--- src/rtl/psram_arb3.sv ---
// Three-port PSRAM access arbiter: video (port 0) has priority bounded by a
// starvation counter, picoBlaze (port 1) and DMA (port 2) share round-robin.
module psram_arb3 #(
    parameter int MAX_WAIT = 8
) (
    input  logic        clk,
    input  logic        reset,

    input  logic        p0_req,
    input  logic        p0_wr,
    input  logic        p0_burst,
    input  logic [22:0] p0_addr,
    input  logic [15:0] p0_wdata,
    input  logic        p0_ub,
    input  logic        p0_lb,
    output logic        p0_grant,
    output logic        p0_op_begun,
    output logic        p0_data_ok,
    output logic        p0_op_finished,

    input  logic        p1_req,
    input  logic        p1_wr,
    input  logic        p1_burst,
    input  logic [22:0] p1_addr,
    input  logic [15:0] p1_wdata,
    input  logic        p1_ub,
    input  logic        p1_lb,
    output logic        p1_grant,
    output logic        p1_op_begun,
    output logic        p1_data_ok,
    output logic        p1_op_finished,

    input  logic        p2_req,
    input  logic        p2_wr,
    input  logic        p2_burst,
    input  logic [22:0] p2_addr,
    input  logic [15:0] p2_wdata,
    input  logic        p2_ub,
    input  logic        p2_lb,
    output logic        p2_grant,
    output logic        p2_op_begun,
    output logic        p2_data_ok,
    output logic        p2_op_finished,

    input  logic        ctrlr_good,
    input  logic        op_begun,
    input  logic        data_ok,
    input  logic        op_finished,

    output logic [22:0] app_addr,
    output logic [15:0] app_data_out,
    output logic        app_wr,
    output logic        app_rd,
    output logic        app_ub,
    output logic        app_lb,
    output logic        app_burst
);

    typedef enum logic [1:0] {
        ST_IDLE  = 2'd0,
        ST_ISSUE = 2'd1,
        ST_BUSY  = 2'd2
    } state_t;

    localparam logic [3:0] LP_MAX_WAIT = 4'(MAX_WAIT);

    state_t      r_state;
    state_t      w_next;

    logic [1:0]  r_gnt_idx;
    logic [3:0]  r_starve;
    logic        r_rr_p2;

    logic [22:0] r_addr;
    logic [15:0] r_wdata;
    logic        r_wr;
    logic        r_ub;
    logic        r_lb;
    logic        r_burst;

    logic        w_start;
    logic        w_end;
    logic        w_begun;
    logic        w_finished;
    logic        w_data_ok;
    logic [1:0]  w_win;

    logic [22:0] w_sel_addr;
    logic [15:0] w_sel_wdata;
    logic        w_sel_wr;
    logic        w_sel_ub;
    logic        w_sel_lb;
    logic        w_sel_burst;

    assign w_start    = (r_state == ST_IDLE) && ctrlr_good && (p0_req || p1_req || p2_req);
    assign w_end      = (r_state != ST_IDLE) && (w_next == ST_IDLE);
    assign w_begun    = (r_state == ST_ISSUE) && op_begun;
    assign w_finished = ((r_state == ST_BUSY) && op_finished) || (w_begun && op_finished);
    assign w_data_ok  = (r_state == ST_BUSY) && data_ok;

    // Video wins unless it has starved the others for MAX_WAIT grants in a row.
    always_comb begin
        w_win = 2'd0;
        if (p0_req && (r_starve < LP_MAX_WAIT)) begin
            w_win = 2'd0;
        end else if (p1_req && p2_req) begin
            w_win = r_rr_p2 ? 2'd2 : 2'd1;
        end else if (p1_req) begin
            w_win = 2'd1;
        end else if (p2_req) begin
            w_win = 2'd2;
        end
    end

    always_comb begin
        w_sel_addr  = p0_addr;
        w_sel_wdata = p0_wdata;
        w_sel_wr    = p0_wr;
        w_sel_ub    = p0_ub;
        w_sel_lb    = p0_lb;
        w_sel_burst = p0_burst;
        case (w_win)
            2'd1: begin
                w_sel_addr  = p1_addr;
                w_sel_wdata = p1_wdata;
                w_sel_wr    = p1_wr;
                w_sel_ub    = p1_ub;
                w_sel_lb    = p1_lb;
                w_sel_burst = p1_burst;
            end
            2'd2: begin
                w_sel_addr  = p2_addr;
                w_sel_wdata = p2_wdata;
                w_sel_wr    = p2_wr;
                w_sel_ub    = p2_ub;
                w_sel_lb    = p2_lb;
                w_sel_burst = p2_burst;
            end
            default: ;
        endcase
    end

    always_ff @(posedge clk or negedge reset) begin
        if (!reset) begin
            r_state <= ST_IDLE;
        end else begin
            r_state <= w_next;
        end
    end

    always_comb begin
        w_next = r_state;
        case (r_state)
            ST_IDLE: begin
                if (w_start) begin
                    w_next = ST_ISSUE;
                end
            end
            ST_ISSUE: begin
                if (op_begun) begin
                    w_next = op_finished ? ST_IDLE : ST_BUSY;
                end
            end
            ST_BUSY: begin
                if (op_finished) begin
                    w_next = ST_IDLE;
                end
            end
            default: w_next = ST_IDLE;
        endcase
    end

    // Grant and status pulses are decoded from state, so reset clears them at once.
    always_comb begin
        p0_grant       = 1'b0;
        p0_op_begun    = 1'b0;
        p0_data_ok     = 1'b0;
        p0_op_finished = 1'b0;
        p1_grant       = 1'b0;
        p1_op_begun    = 1'b0;
        p1_data_ok     = 1'b0;
        p1_op_finished = 1'b0;
        p2_grant       = 1'b0;
        p2_op_begun    = 1'b0;
        p2_data_ok     = 1'b0;
        p2_op_finished = 1'b0;
        app_wr         = (r_state == ST_ISSUE) && r_wr;
        app_rd         = (r_state == ST_ISSUE) && !r_wr;
        if (r_state != ST_IDLE) begin
            case (r_gnt_idx)
                2'd0: begin
                    p0_grant       = 1'b1;
                    p0_op_begun    = w_begun;
                    p0_data_ok     = w_data_ok;
                    p0_op_finished = w_finished;
                end
                2'd1: begin
                    p1_grant       = 1'b1;
                    p1_op_begun    = w_begun;
                    p1_data_ok     = w_data_ok;
                    p1_op_finished = w_finished;
                end
                2'd2: begin
                    p2_grant       = 1'b1;
                    p2_op_begun    = w_begun;
                    p2_data_ok     = w_data_ok;
                    p2_op_finished = w_finished;
                end
                default: ;
            endcase
        end
    end

    always_ff @(posedge clk or negedge reset) begin
        if (!reset) begin
            r_gnt_idx <= 2'd0;
            r_addr    <= '0;
            r_wdata   <= '0;
            r_wr      <= 1'b0;
            r_ub      <= 1'b0;
            r_lb      <= 1'b0;
            r_burst   <= 1'b0;
        end else if (w_start) begin
            r_gnt_idx <= w_win;
            r_addr    <= w_sel_addr;
            r_wdata   <= w_sel_wdata;
            r_wr      <= w_sel_wr;
            r_ub      <= w_sel_ub;
            r_lb      <= w_sel_lb;
            r_burst   <= w_sel_burst;
        end else if (w_end) begin
            r_gnt_idx <= 2'd0;
            r_addr    <= '0;
            r_wdata   <= '0;
            r_wr      <= 1'b0;
            r_ub      <= 1'b0;
            r_lb      <= 1'b0;
            r_burst   <= 1'b0;
        end
    end

    // Starvation only accrues when video wins while someone else is waiting.
    always_ff @(posedge clk or negedge reset) begin
        if (!reset) begin
            r_starve <= 4'd0;
            r_rr_p2  <= 1'b0;
        end else if (w_start) begin
            if (w_win == 2'd0) begin
                if ((p1_req || p2_req) && (r_starve < LP_MAX_WAIT)) begin
                    r_starve <= r_starve + 4'd1;
                end
            end else begin
                r_starve <= 4'd0;
                r_rr_p2  <= (w_win == 2'd1);
            end
        end
    end

    assign app_addr     = r_addr;
    assign app_data_out = r_wdata;
    assign app_ub       = r_ub;
    assign app_lb       = r_lb;
    assign app_burst    = r_burst;

endmodule

--- config.mk ---
export PLATFORM = sky130hd
export DESIGN_NAME = psram_arb3
export DESIGN_NICKNAME = d
export VERILOG_FILES = /design/src/rtl/psram_arb3.sv
export SDC_FILE = /design/constraint.sdc
export NUM_CORES = 1
export LEC_CHECK = 0
export ABC_AREA = 1
export BUFFER_PORTS_ARGS = -buffer_cell sky130_fd_sc_hd__buf_4
export CAP_MARGIN = 20
export CELL_PAD_IN_SITES_DETAIL_PLACEMENT = 0
export CELL_PAD_IN_SITES_GLOBAL_PLACEMENT = 2
export CORE_AREA = 8 8 126 128
export CTS_BUF_LIST = sky130_fd_sc_hd__clkbuf_16
export CTS_CLUSTER_SIZE = 25
export DETAILED_ROUTE_END_ITERATION = 12
export DIE_AREA = 0 0 134 136
export PLACE_DENSITY = 0.91
export RECOVER_POWER = 100
export SYNTH_ARGS = -nofsm -noshare
export SYNTH_HDL_FRONTEND = slang
export SYNTH_SLANG_ARGS = --single-unit
--- constraint.sdc ---
create_clock -name clk -period 5.38 [get_ports clk]
set_clock_uncertainty 0.1 [all_clocks]
set_input_delay 0.269 -clock clk [delete_from_list [all_inputs] [get_ports clk]]
set_output_delay 0.269 -clock clk [all_outputs]
set_load 0.05 [all_outputs]
Yosys cells after proc, flatten, opt, wreduce, memory -nomap -nowiden
Index checks and enable logic that the tools add are counted.

storage, ports and cells
  input bits = 138
  register bits = 52
  output and inout port bits = 56

operators by class
  reductions and logical operators = 25
  multiplexer cells = 53
  order comparisons = 1
  bitwise logic cells = 1
  add/sub/neg operators = 1
  equality and inequality tests = 7

operators with widths
  kind                                                                      number
  23-bit 2-to-1 mux                                                         2
  23-bit one-hot mux with 2 select lines                                    1
  16-bit 2-to-1 mux                                                         2
  16-bit one-hot mux with 2 select lines                                    1
  1-bit 2-to-1 mux                                                          29
  2-bit 2-to-1 mux                                                          11
  1-bit logical AND                                                         12
  2-bit zero test                                                           4
  4-bit 2-to-1 mux                                                          2
  1-bit one-hot mux with 2 select lines                                     4
  2-bit by 1-bit equality test with 1-bit output (second input constant)    3
  2-bit equality test (second input constant)                               3
  2-bit one-hot mux with 3 select lines                                     1
  4-bit by 1-bit adder with 4-bit output (second input constant)            1
  1-bit logical OR                                                          4
  4-bit less-than comparator (second input constant)                        1
  2-bit AND reduction                                                       2
  2-bit nonzero test                                                        2
  2-bit by 1-bit inequality test with 1-bit output (second input constant)  1
  1-bit zero test                                                           1
  1-bit inverter                                                            1

Depth between registers and ports, before layout
  word-level depth = 9
  mapped depth = 12
  mapped depth without buffers = 10

Worst setup path after synthesis
OpenSTA, ideal clock, no wires.

  kind = register to register
  start = register r_starve[3]
  end = register r_wdata[0], in the netlist app_data_out[0]
  clock period less this slack = 1,974 ps
  arrival = 1,753 ps
  stages on the path, launching flop included = 10
  data required time = 5,159 ps
  setup slack = 3,406 ps
  setup time = 121 ps
  cells stage by stage = dfrtp_1 > nor2_1 > nor3_1 > inv_1 > ha_1 > buf_2 > clkbuf_1 > nand3_1 > o211ai_1 > nand2_1

on the way
  cells in the longest elaborated chain, start to end = 6
  elaborated cells between the ends (all ways) = 7
  classes of those cells = order compare: 1; eq/ne: 2; mux: 3; reduce/logical: 1

ends and longest elaborated chain
  what                                                                                          line  text
  start, declared                                                                               71    logic [3:0] r_starve;
  start signal, assigned                                                                        250   r_starve <= r_starve + 4'd1;
  4-bit less-than comparator *                                                                  104   if (p0_req && (r_starve < LP_MAX_WAIT)) begin
  1-bit logical AND *                                                                           104
  2-bit 2-to-1 mux *                                                                            104
  2-bit equality test / 2-bit by 1-bit equality test with 1-bit output (equally long branches)  122   case (w_win)
  16-bit one-hot mux with 2 select lines *                                                      122
  16-bit 2-to-1 mux *                                                                           223   end else if (w_start) begin
  end signal, assigned                                                                          226   r_wdata <= w_sel_wdata;
  end, declared                                                                                 75    logic [15:0] r_wdata;

Mark *: on every way between the ends. The rest lies on a longest branch, timed or not.
A chain may end at the register's enable or synchronous reset.

==> flow_metrics.env <==
export IMPL_status="complete, but fails checks"
export IMPL_violations="capacitance limit, slew limit"
export IMPL_path_cells="dlygate4sd3_1, clkbuf_1"
export IMPL_via_count=3544
export IMPL_synthCells=433
export IMPL_cts_tree="built"
export IMPL_grt_pass1_vias=3754
export IMPL_wl_um=12400
export IMPL_maxCapViolations=1
export IMPL_cp_num_buf_inv=2
export IMPL_n_antenna_cell=0
export IMPL_grt_pass1_wl_um=19200
export IMPL_grt_start_max_net_pins=71
export IMPL_initial_core_util_pct=24.3
export IMPL_totalNegativeSetupSlack_ns=0
export IMPL_rsz0062_at_grt="false"
export IMPL_pwr_density_cell_nw_per_um2=500
export IMPL_drive_gt1_share_pct=31.8
export IMPL_rows=44
export IMPL_die_w_um=134
export IMPL_irDropWorstVdd_v=0.000173
export IMPL_cts_num_sinks=52
export IMPL_die_height_um=136
export IMPL_viasPerCell=4.50
export IMPL_overflow=0
export IMPL_finalHoldViolations=0
export IMPL_post_route_util_pct=34.3
export IMPL_period_share_pct=61.0
export IMPL_slowest_stage="clkbuf_1"
export IMPL_ys_flop_type="dfrtp_1"
export IMPL_critical_path_peak_fanout=52
export IMPL_netlist_area_um2=3410
export IMPL_max_freq_mhz=305
export IMPL_async_flop_share_pct=100
export IMPL_netlist_cell_type_count=26
export IMPL_seqCellArea_um2=1300
export IMPL_yosysWarnings=0
export IMPL_antenna_found_initial=0
export IMPL_hpwl_um=9350
export IMPL_fill_cells=1522
export IMPL_ant_nets=0
export IMPL_cp_end_kind="asynchronous set/reset pin"
export IMPL_clkSlewWorstSetupHoldPaths_ns=0.07
export IMPL_ys_seq_elements=52
export IMPL_clock_root_buffer="clkbuf_16"
export IMPL_layout_min_cycle_time_ns=3.28
export IMPL_cts_resized=0
export IMPL_h_tree_depth=2
export IMPL_core_um2=14000
export IMPL_syn_num_nets=575
export IMPL_initialDrtViolationCount=147
export IMPL_worstSetupStartpointType="primary input"
export IMPL_multi_input_comb_area_um2=1820
export IMPL_p_leak_nw=2.36
export IMPL_arrival_ns=2.93
export IMPL_finalPower_mw=2.41
export IMPL_worst_hold_path_type="primary input to flip-flop"
export IMPL_io_pin_count=194
export IMPL_postCtsSetupBuffers=0
export IMPL_die_area_um2=18200
export IMPL_synth_edf_count=0
export IMPL_tightest_slew_ns=2.96
export IMPL_cts_buffers=5
export IMPL_drt_pass1_iterations=4
export IMPL_crit_family="buffers and inverters"
export IMPL_critPathMaxStageDelay_ns=2.08
export IMPL_insertion_delay_ns=0.29
export IMPL_path_class="primary input to asynchronous set/reset pin"
export IMPL_cts_buffer_depth=2
export IMPL_fin_area_um2=4820
export IMPL_grt_usage_pct=12.9
export IMPL_placed_area_um2=4920
export IMPL_slew_headroom_pct=-97.5
export IMPL_final_max_slew_viol_count=53
export IMPL_final_nets=745
export IMPL_remaining_drc_errors=0
export IMPL_cts_hold_buffers=1
export IMPL_syn_avg_cell_area_um2=7.88
export IMPL_port_buffers=193
export IMPL_gp_congestion=0.742
export IMPL_setup_violations=0
export IMPL_yosysSeqAreaShare_pct=38.1
export IMPL_detail_route_wl_per_cell_um=15.7
export IMPL_critPathRequiredTime_ns=5.02
export IMPL_areaGrowthSynthToFinish_pct=41.3
layout make-up:
cell class / instances / share of cell area [%]
multi-input cells: 328 / 37.8
repair buffers: 195 / 26.0
inverters: 21 / 1.64
clock buffers: 5 / 2.60
clock inverters: 2 / 0.182
flip-flops and latches: 52 / 27.0
well taps: 184 / 4.78
cell usage in the layout (no fill, tap or decap), drive strengths merged:
cell type,count
buf,137
nand2,108
nand3,73
nor2,65
clkbuf,62
dfrtp,52
o21ai,26
a22o,22
inv,22
o211ai,21
a21oi,5
ha,4
nor3,2
xor2,1
or2,1
clkinv,1
dlygate4sd3,1
flip-flops by register name, summed over array words and instances (netlist names):
| register | flops |
|---|---|
| app_ub | 1 |
| r_gnt_idx | 2 |
| app_lb | 1 |
| r_rr_p2 | 1 |
| app_data_out | 16 |
| r_starve | 4 |
| app_addr | 23 |
| r_state | 2 |
| r_wr | 1 |
| app_burst | 1 |
cell usage after synthesis, types with 8 or more instances:
library cell / count / area (µm²)
dfrtp_1: 52 / 1300
a22o_1: 22 / 193
nand3_2: 41 / 410
nand3_1: 32 / 160
clkbuf_1: 13 / 48.8
o211ai_1: 21 / 158
nor2_1: 63 / 236
buf_2: 8 / 40.0
o21ai_0: 19 / 95.1
nand2_1: 104 / 390
inv_1: 18 / 67.6
power by group:
part           switching, mW  total, mW  internal (mW)
combinational           1.08       1.42          0.338
sequential             0.127      0.689          0.563
clock                  0.137      0.304          0.168
kinds of logic after synthesis:
family	share of synthesized area, %
flip-flops	38.1
AND/OR/NAND/NOR	37.1
adder cells (fa/ha/maj)	1.47
buffers and inverters	7.88
XOR/XNOR	0.257
AO/OA/AOI/OAI	15.1
worst reg2reg max path, delay by kind of cell (launching register included):
| family | cells | cell delay (ns) |
|---|---|---|
| AO/OA/AOI/OAI | 1 | 0.28 |
| buffers and inverters | 3 | 1.10 |
| flip-flops | 1 | 0.38 |
| adder cells (fa/ha/maj) | 1 | 0.74 |
| AND/OR/NAND/NOR | 3 | 0.45 |
stage by stage:
step,hold WS [ns],cells,setup slack [ns]
floorplan,-0.127,433,3.41
global placement,0.263,779,2.36
detailed placement,0.272,779,2.25
CTS,0.0423,787,2.31
global route,0.0473,787,1.55
finish,0.0454,787,2.10
path summary, 6_finish.rpt:
kind,depth (start not counted),endpoint,slack (ns),from
setup / recovery,2,r_starve[0],2.10,reset
hold / removal,2,r_state[1],0.05,op_finished
setup reg to reg,8,app_data_out[4],2.22,r_starve[3]
hold reg to reg,2,app_data_out[2],0.40,app_data_out[2]
max in group clk,8,app_data_out[4],2.22,r_starve[3]
min in group asynchronous,2,app_data_out[0],1.39,reset
layer usage:
metal,track usage [%],up-vias,wire length [µm]
li1,-,1786,-
met1,14.6,1633,5260
met2,23.3,118,6160
met3,3.81,7,794
met4,3.31,0,143
met5,0,-,0
Power figures use the tool's default switching activity.
